File: src/rtl/rr_stream_unpacker.sv
// -----------------------------------------------------------------------------
// rr_stream_unpacker
//   Replay-side unpacker for variable-length logging units. Splits each unit
//   into its static part (logb_valid, loge_valid) and its densely packed logb
//   payload, then re-expands the payload so every channel sits at a fixed bit
//   offset for the replay decoder tree. Two-stage elastic pipeline
//   (A: offsets, B: unpacked result).
//
// Ports
//   clk, rst        : clock, asynchronous active-high reset
//   in_valid/ready  : input unit handshake
//   in_data         : {packed logb data, loge_valid, logb_valid} (LSB first)
//   in_len          : number of meaningful bits in in_data
//   out_valid/ready : output unit handshake
//   out_logb_valid  : per-channel logb valid
//   out_loge_valid  : loge valid bitmap
//   out_logb_data   : unpacked data, channel i at sum of widths of channels < i
//   len_err         : sticky, some unit had in_len != expected length
//   unit_cnt        : units accepted since reset (wraps)
// -----------------------------------------------------------------------------

package rr_stream_unpacker_pkg;

  // Channel widths are handled as a wide flat vector so the helpers can be
  // used in parameter declarations for any channel count / width encoding.
  localparam int unsigned RR_FLAT_BITS = 4096;

  // Width of channel idx out of a flat width table.
  function automatic int unsigned rr_width_at(input logic [RR_FLAT_BITS-1:0] flat,
                                              input int unsigned idx,
                                              input int unsigned wbits);
    logic [RR_FLAT_BITS-1:0] mask;
    mask = (RR_FLAT_BITS'(1) << wbits) - RR_FLAT_BITS'(1);
    return 32'((flat >> (idx * wbits)) & mask);
  endfunction

  // Sum of the first cnt channel widths.
  function automatic int unsigned rr_width_sum(input logic [RR_FLAT_BITS-1:0] flat,
                                               input int unsigned cnt,
                                               input int unsigned wbits);
    int unsigned sum;
    sum = 0;
    for (int unsigned i = 0; i < cnt; i++) begin
      sum = sum + rr_width_at(flat, i, wbits);
    end
    return sum;
  endfunction

endpackage

module rr_stream_unpacker
  import rr_stream_unpacker_pkg::*;
#(
  parameter int unsigned LOGB_CHANNEL_CNT      = 2,
  parameter int unsigned LOGE_CHANNEL_CNT      = 2,
  parameter int unsigned RR_CHANNEL_WIDTH_BITS = 8,
  parameter logic [LOGB_CHANNEL_CNT-1:0][RR_CHANNEL_WIDTH_BITS-1:0] CHANNEL_WIDTHS = {8'd4, 8'd8},
  localparam int unsigned LOGB_DATA_WIDTH =
    rr_width_sum(RR_FLAT_BITS'(CHANNEL_WIDTHS), LOGB_CHANNEL_CNT, RR_CHANNEL_WIDTH_BITS),
  localparam int unsigned FULL_WIDTH   = LOGB_CHANNEL_CNT + LOGE_CHANNEL_CNT + LOGB_DATA_WIDTH,
  localparam int unsigned OFFSET_WIDTH = $clog2(FULL_WIDTH + 1)
) (
  input  logic                        clk,
  input  logic                        rst,
  input  logic                        in_valid,
  input  logic [FULL_WIDTH-1:0]       in_data,
  input  logic [OFFSET_WIDTH-1:0]     in_len,
  output logic                        in_ready,
  output logic                        out_valid,
  output logic [LOGB_CHANNEL_CNT-1:0] out_logb_valid,
  output logic [LOGE_CHANNEL_CNT-1:0] out_loge_valid,
  output logic [LOGB_DATA_WIDTH-1:0]  out_logb_data,
  input  logic                        out_ready,
  output logic                        len_err,
  output logic [31:0]                 unit_cnt
);

  localparam int unsigned STATIC_W = LOGB_CHANNEL_CNT + LOGE_CHANNEL_CNT;
  localparam logic [RR_FLAT_BITS-1:0] CW_FLAT = RR_FLAT_BITS'(CHANNEL_WIDTHS);

  // Input field split
  logic [LOGB_CHANNEL_CNT-1:0]                   w_in_lv;
  logic [LOGE_CHANNEL_CNT-1:0]                   w_in_ev;
  logic [LOGB_DATA_WIDTH-1:0]                    w_in_pd;
  logic [LOGB_CHANNEL_CNT-1:0][OFFSET_WIDTH-1:0] w_in_poff;
  logic [OFFSET_WIDTH-1:0]                       w_in_tot;
  logic [OFFSET_WIDTH-1:0]                       w_in_exp_len;

  // Handshake
  logic w_b_load;
  logic w_a_load;
  logic w_in_fire;

  // Stage A
  logic                                          r_a_full;
  logic [LOGB_CHANNEL_CNT-1:0]                   r_a_lv;
  logic [LOGE_CHANNEL_CNT-1:0]                   r_a_ev;
  logic [LOGB_DATA_WIDTH-1:0]                    r_a_pd;
  logic [LOGB_CHANNEL_CNT-1:0][OFFSET_WIDTH-1:0] r_a_poff;
  logic [OFFSET_WIDTH-1:0]                       r_a_len;
  logic [OFFSET_WIDTH-1:0]                       r_a_exp_len;

  // Stage A -> B combinational unpack
  logic [LOGB_DATA_WIDTH-1:0] w_unp;

  // Stage B
  logic                        r_b_full;
  logic [LOGB_CHANNEL_CNT-1:0] r_b_lv;
  logic [LOGE_CHANNEL_CNT-1:0] r_b_ev;
  logic [LOGB_DATA_WIDTH-1:0]  r_b_data;

  logic        r_len_err;
  logic [31:0] r_unit_cnt;

  assign w_in_lv = in_data[LOGB_CHANNEL_CNT-1:0];
  assign w_in_ev = in_data[LOGB_CHANNEL_CNT +: LOGE_CHANNEL_CNT];
  assign w_in_pd = in_data[FULL_WIDTH-1:STATIC_W];

  // Unrolled prefix sum: a channel's packed start is the end of the previous
  // channel, which only advances when that channel is present.
  for (genvar g = 0; g < LOGB_CHANNEL_CNT; g++) begin : g_poff
    localparam int unsigned CH_W = rr_width_at(CW_FLAT, g, RR_CHANNEL_WIDTH_BITS);
    logic [OFFSET_WIDTH-1:0] w_start;
    logic [OFFSET_WIDTH-1:0] w_end;
    if (g == 0) begin : g_first
      assign w_start = '0;
    end else begin : g_rest
      assign w_start = g_poff[g-1].w_end;
    end
    assign w_end        = w_start + (w_in_lv[g] ? OFFSET_WIDTH'(CH_W) : '0);
    assign w_in_poff[g] = w_start;
  end

  assign w_in_tot     = g_poff[LOGB_CHANNEL_CNT-1].w_end;
  assign w_in_exp_len = OFFSET_WIDTH'(STATIC_W) + w_in_tot;

  // Re-expand: absent channels are zero, pd bits beyond the packed total are
  // never selected.
  for (genvar g = 0; g < LOGB_CHANNEL_CNT; g++) begin : g_unp
    localparam int unsigned CH_W = rr_width_at(CW_FLAT, g, RR_CHANNEL_WIDTH_BITS);
    localparam int unsigned UOFF = rr_width_sum(CW_FLAT, g, RR_CHANNEL_WIDTH_BITS);
    assign w_unp[UOFF +: CH_W] = r_a_lv[g] ? CH_W'(r_a_pd >> r_a_poff[g]) : '0;
  end

  // Elastic advance: B moves when it can hand off, A moves when B takes it.
  assign w_b_load  = !r_b_full || out_ready;
  assign w_a_load  = !r_a_full || w_b_load;
  assign w_in_fire = in_valid && w_a_load;
  assign in_ready  = w_a_load;

  // Stage A register
  always_ff @(posedge clk or posedge rst) begin
    if (rst) begin
      r_a_full    <= 1'b0;
      r_a_lv      <= '0;
      r_a_ev      <= '0;
      r_a_pd      <= '0;
      r_a_poff    <= '0;
      r_a_len     <= '0;
      r_a_exp_len <= '0;
    end else if (w_a_load) begin
      r_a_full <= in_valid;
      if (in_valid) begin
        r_a_lv      <= w_in_lv;
        r_a_ev      <= w_in_ev;
        r_a_pd      <= w_in_pd;
        r_a_poff    <= w_in_poff;
        r_a_len     <= in_len;
        r_a_exp_len <= w_in_exp_len;
      end
    end
  end

  // Stage B register
  always_ff @(posedge clk or posedge rst) begin
    if (rst) begin
      r_b_full <= 1'b0;
      r_b_lv   <= '0;
      r_b_ev   <= '0;
      r_b_data <= '0;
    end else if (w_b_load) begin
      r_b_full <= r_a_full;
      if (r_a_full) begin
        r_b_lv   <= r_a_lv;
        r_b_ev   <= r_a_ev;
        r_b_data <= w_unp;
      end
    end
  end

  // Sticky length check, evaluated while the unit sits in stage A
  always_ff @(posedge clk or posedge rst) begin
    if (rst) begin
      r_len_err <= 1'b0;
    end else if (r_a_full && (r_a_len != r_a_exp_len)) begin
      r_len_err <= 1'b1;
    end
  end

  // Accepted-unit counter
  always_ff @(posedge clk or posedge rst) begin
    if (rst) begin
      r_unit_cnt <= '0;
    end else if (w_in_fire) begin
      r_unit_cnt <= r_unit_cnt + 32'd1;
    end
  end

  assign out_valid      = r_b_full;
  assign out_logb_valid = r_b_lv;
  assign out_loge_valid = r_b_ev;
  assign out_logb_data  = r_b_data;
  assign len_err        = r_len_err;
  assign unit_cnt       = r_unit_cnt;

endmodule

File: config.mk
export PLATFORM = sky130hd
export DESIGN_NAME = rr_stream_unpacker
export DESIGN_NICKNAME = d
export VERILOG_FILES = /design/src/rtl/rr_stream_unpacker.sv
export SDC_FILE = /design/constraint.sdc
export NUM_CORES = 1
export LEC_CHECK = 0
export ABC_CLOCK_PERIOD_IN_PS = 2000
export BUFFER_PORTS_ARGS = -buffer_cell sky130_fd_sc_hd__buf_2
export CORE_MARGIN = 1
export CORE_UTILIZATION = 48
export DETAILED_ROUTE_END_ITERATION = 6
export PLACE_DENSITY = 0.85
export SETUP_SLACK_MARGIN = 0.02
export SYNTH_ARGS = -nofsm -noshare
export SYNTH_HDL_FRONTEND = slang
export SYNTH_SLANG_ARGS = --single-unit
File: constraint.sdc
create_clock -name clk -period 2 [get_ports clk]
set_input_delay 0.1 -clock clk [delete_from_list [all_inputs] [get_ports clk]]
set_output_delay 0.1 -clock clk [all_outputs]
set_load 0.05 [all_outputs]
==> flow_summary.yaml <==
placement:
  dp_hpwl_microns: 4360
  post-place-cells: 447
  placed_area_sq_um: 3620
  gp_congestion: 0.852
  io_buffer_count: 75
global_routing:
  gr-total-overflow: 0
  grt_first_pass_wirelength_microns: 10700
  grt_util_met3_pct: 5.27
  met2_usage_pct: 32.7
  grt_busiest_layer: "met2"
  grt_usage_pct: 21.1
  antenna_found_initial: 0
  grt_pass1_vias: 2353
  grt_max_degree: 44
  grtUsageMet1_pct: 27.7
yosys:
  synth_cell_types: 25
  yosys_warnings: 0
  synth_top_family_by_area: "simple AND/OR/NAND/NOR gates"
  synth_top_area_share_pct: 60.1
  synth_area_per_cell_sq_um: 10.4
  synth-simple-area-share_pct: 22.7
  synth_fa_ha_area_share_pct: 0.801
  synth_xor_area_share_pct: 9.54
  syn_nets: 326
  synth_top_area_cell: "dfrtp_1"
  async_flop_share_pct: 100
  muxShareOfSynthArea_pct: 2.72
  synth_compound_area_share_pct: 2.80
  synth_edf_count: 0
  synth_flop_cell: "dfrtp_1"
  yosysSeqAreaShare_pct: 60.1
  ys_ff_latch: 75
  synth_area_sq_um: 3120
  syn_inst: 299
  synth_area_leaders: "dfrtp_1 (60%), nand2_1 (12%), xnor2_1 (5.9%)"
timing:
  period_minus_slack_ns: 1.68
  clock.fmax_ghz: 0.595
  relSlewSlack_pct: 52.1
  rsz0062_at_grt: "false"
  final-hold-violation-count: 0
  finClkSkew_ns: 0.00755
  worst_pin_slew_ns: 0.717
  period_share_pct: 84.1
  slew_violations: 0
  setup_violations: 0
floorplanning:
  dieArea_sq_um: 6830
  die_h_microns: 82.7
  start_util_pct: 49.5
  core_region_area_sq_um: 6310
  placementRows: 29
  ios: 76
  die_w_microns: 82.7
final_layout:
  synthToLayoutAreaGrowth_pct: 29.3
  finish.utilization_pct: 64.0
  stdcell_area_sq_um: 4040
  fill_cells: 513
  fin_cells: 484
  nets: 430
  num_antenna_cells: 0
  drive_gt1_share_pct: 25.6
clock_network:
  post_cts_resized: 0
  clk_pin_slew_ns: 0.08
  postCtsHoldBufs: 22
  cts_max_path_buffers: 2
  clkLatencyLatePin_ns: 0.34
  numCtsBuffers: 9
  htreeDepth: 3
  cts-root-buf: "clkbuf_8"
  cts_tree: "yes"
  post_cts_buffers: 0
  cts.sinks: 75
run_status:
  outcome: "completed"
setup_path:
  worstPathMaxFanout: 7
  critPathArrivalTime_ns: 1.95
  end_kind: "flip-flop"
  path_class: "reg -> reg"
  crit_required_ns: 2.27
  start_kind: "flip-flop"
detailed_routing:
  postRouteAntennaNets: 0
  num_vias: 2429
  postRouteWirelength_microns: 6640
  drtPass1Iterations: 4
  drt_iter0_drc: 119
  drc_errors: 0
  wire_per_inst_microns: 13.7
  viasPerCell: 5.02
power_and_ir_drop:
  ir_drop_uv: 1030
  power_leakage_nw: 2.13
  power_density_nw_per_um2: 986
hold_path:
  min_path_type: "in -> reg"
run:
  cap_violations: 0
[cell usage in the layout (no fill, tap or decap), drive strengths merged, types with 5 or more instances in the layout]
cell type / count
o21ai: 9
clkbuf: 11
nand3: 8
nand2: 101
dfrtp: 75
dlygate4sd3: 22
and4: 5
buf: 80
nand4: 10
and3: 7
xor2: 13
xnor2: 21
nor2: 10
[per-layer routing]
layer	share of wire (%)	wire [microns]
met5	0	0
met4	2.4	156
met3	4.2	281
met2	48	3170
met1	46	3030
[final timing paths]
check | start | to | depth (start not counted) | slack (ns)
min in group asynchronous | rst | unit_cnt[15] | 3 | 0.42
setup reg to reg | r_a_full | unit_cnt[25] | 5 | 0.32
hold reg to reg | len_err | len_err | 1 | 0.46
hold / removal | in_valid | r_a_full | 2 | 0.01
setup / recovery | r_a_full | unit_cnt[25] | 5 | 0.32
max in group asynchronous | rst | out_valid | 4 | 0.93
[per-stage QoR]
step                worst slack, ns  hold WS, ns  power, mW  setup TNS [ns]
floorplan                    -0.158        0.205       2.55          -0.356
global placement              0.401        0.251       2.78               0
detailed placement            0.324        0.262       2.81               0
CTS                           0.307      0.00303       4.01               0
global route                  0.138      0.00696       4.17               0
finish                        0.319       0.0134       3.98               0
[worst max-delay path, cell delays in order, from the launching register on]
cell and delay (ns):
dfrtp_1 0.41, nand3b_1 0.24, nand4_2 0.20, and4bb_2 0.40
and4_1 0.22, xor2_1 0.14
[state kept, by name, summed over array words and instances, names as in the netlist]
register / flops
len_err: 1
out_logb_data: 12
out_logb_valid: 2
out_loge_valid: 2
out_valid: 1
r_a_ev: 2
r_a_exp_len: 3
r_a_full: 1
r_a_len: 5
r_a_lv: 2
r_a_pd: 12
unit_cnt: 32
[cells in the mapped netlist, types with 5 or more instances]
cell type and n:
xor2_1 13, and4_1 5, clkbuf_1 9, nand2_1 101, nor2_1 10, nand3_1 8, and3_1 7, nand4_1 9
o21ai_0 9, dfrtp_1 75, xnor2_1 21
[report_power, final]
group	internal, mW	total (mW)	switching [mW]
sequential	1.70	1.86	0.168
clock	0.635	1.17	0.535
combinational	0.280	0.948	0.668
[cell families after synthesis]
kind of cell / after synthesis
AO/OA/AOI/OAI: 14
AND/OR/NAND/NOR: 155
multiplexers: 8
XOR/XNOR: 34
adder cells (fa/ha/maj): 2
buffers and inverters: 11
flip-flops: 75
[layout make-up]
class	count	area, sq um	share of cell area (%)
repair buffers	102	646	16.0
well taps	77	96.3	2.39
clock buffers	11	151	3.75
clock inverters	4	50.0	1.24
flip-flops and latches	75	1880	46.5
multi-input cells	213	1200	29.8
inverters	2	11.3	0.279
Note: power is estimated with default switching activity, not from simulation.
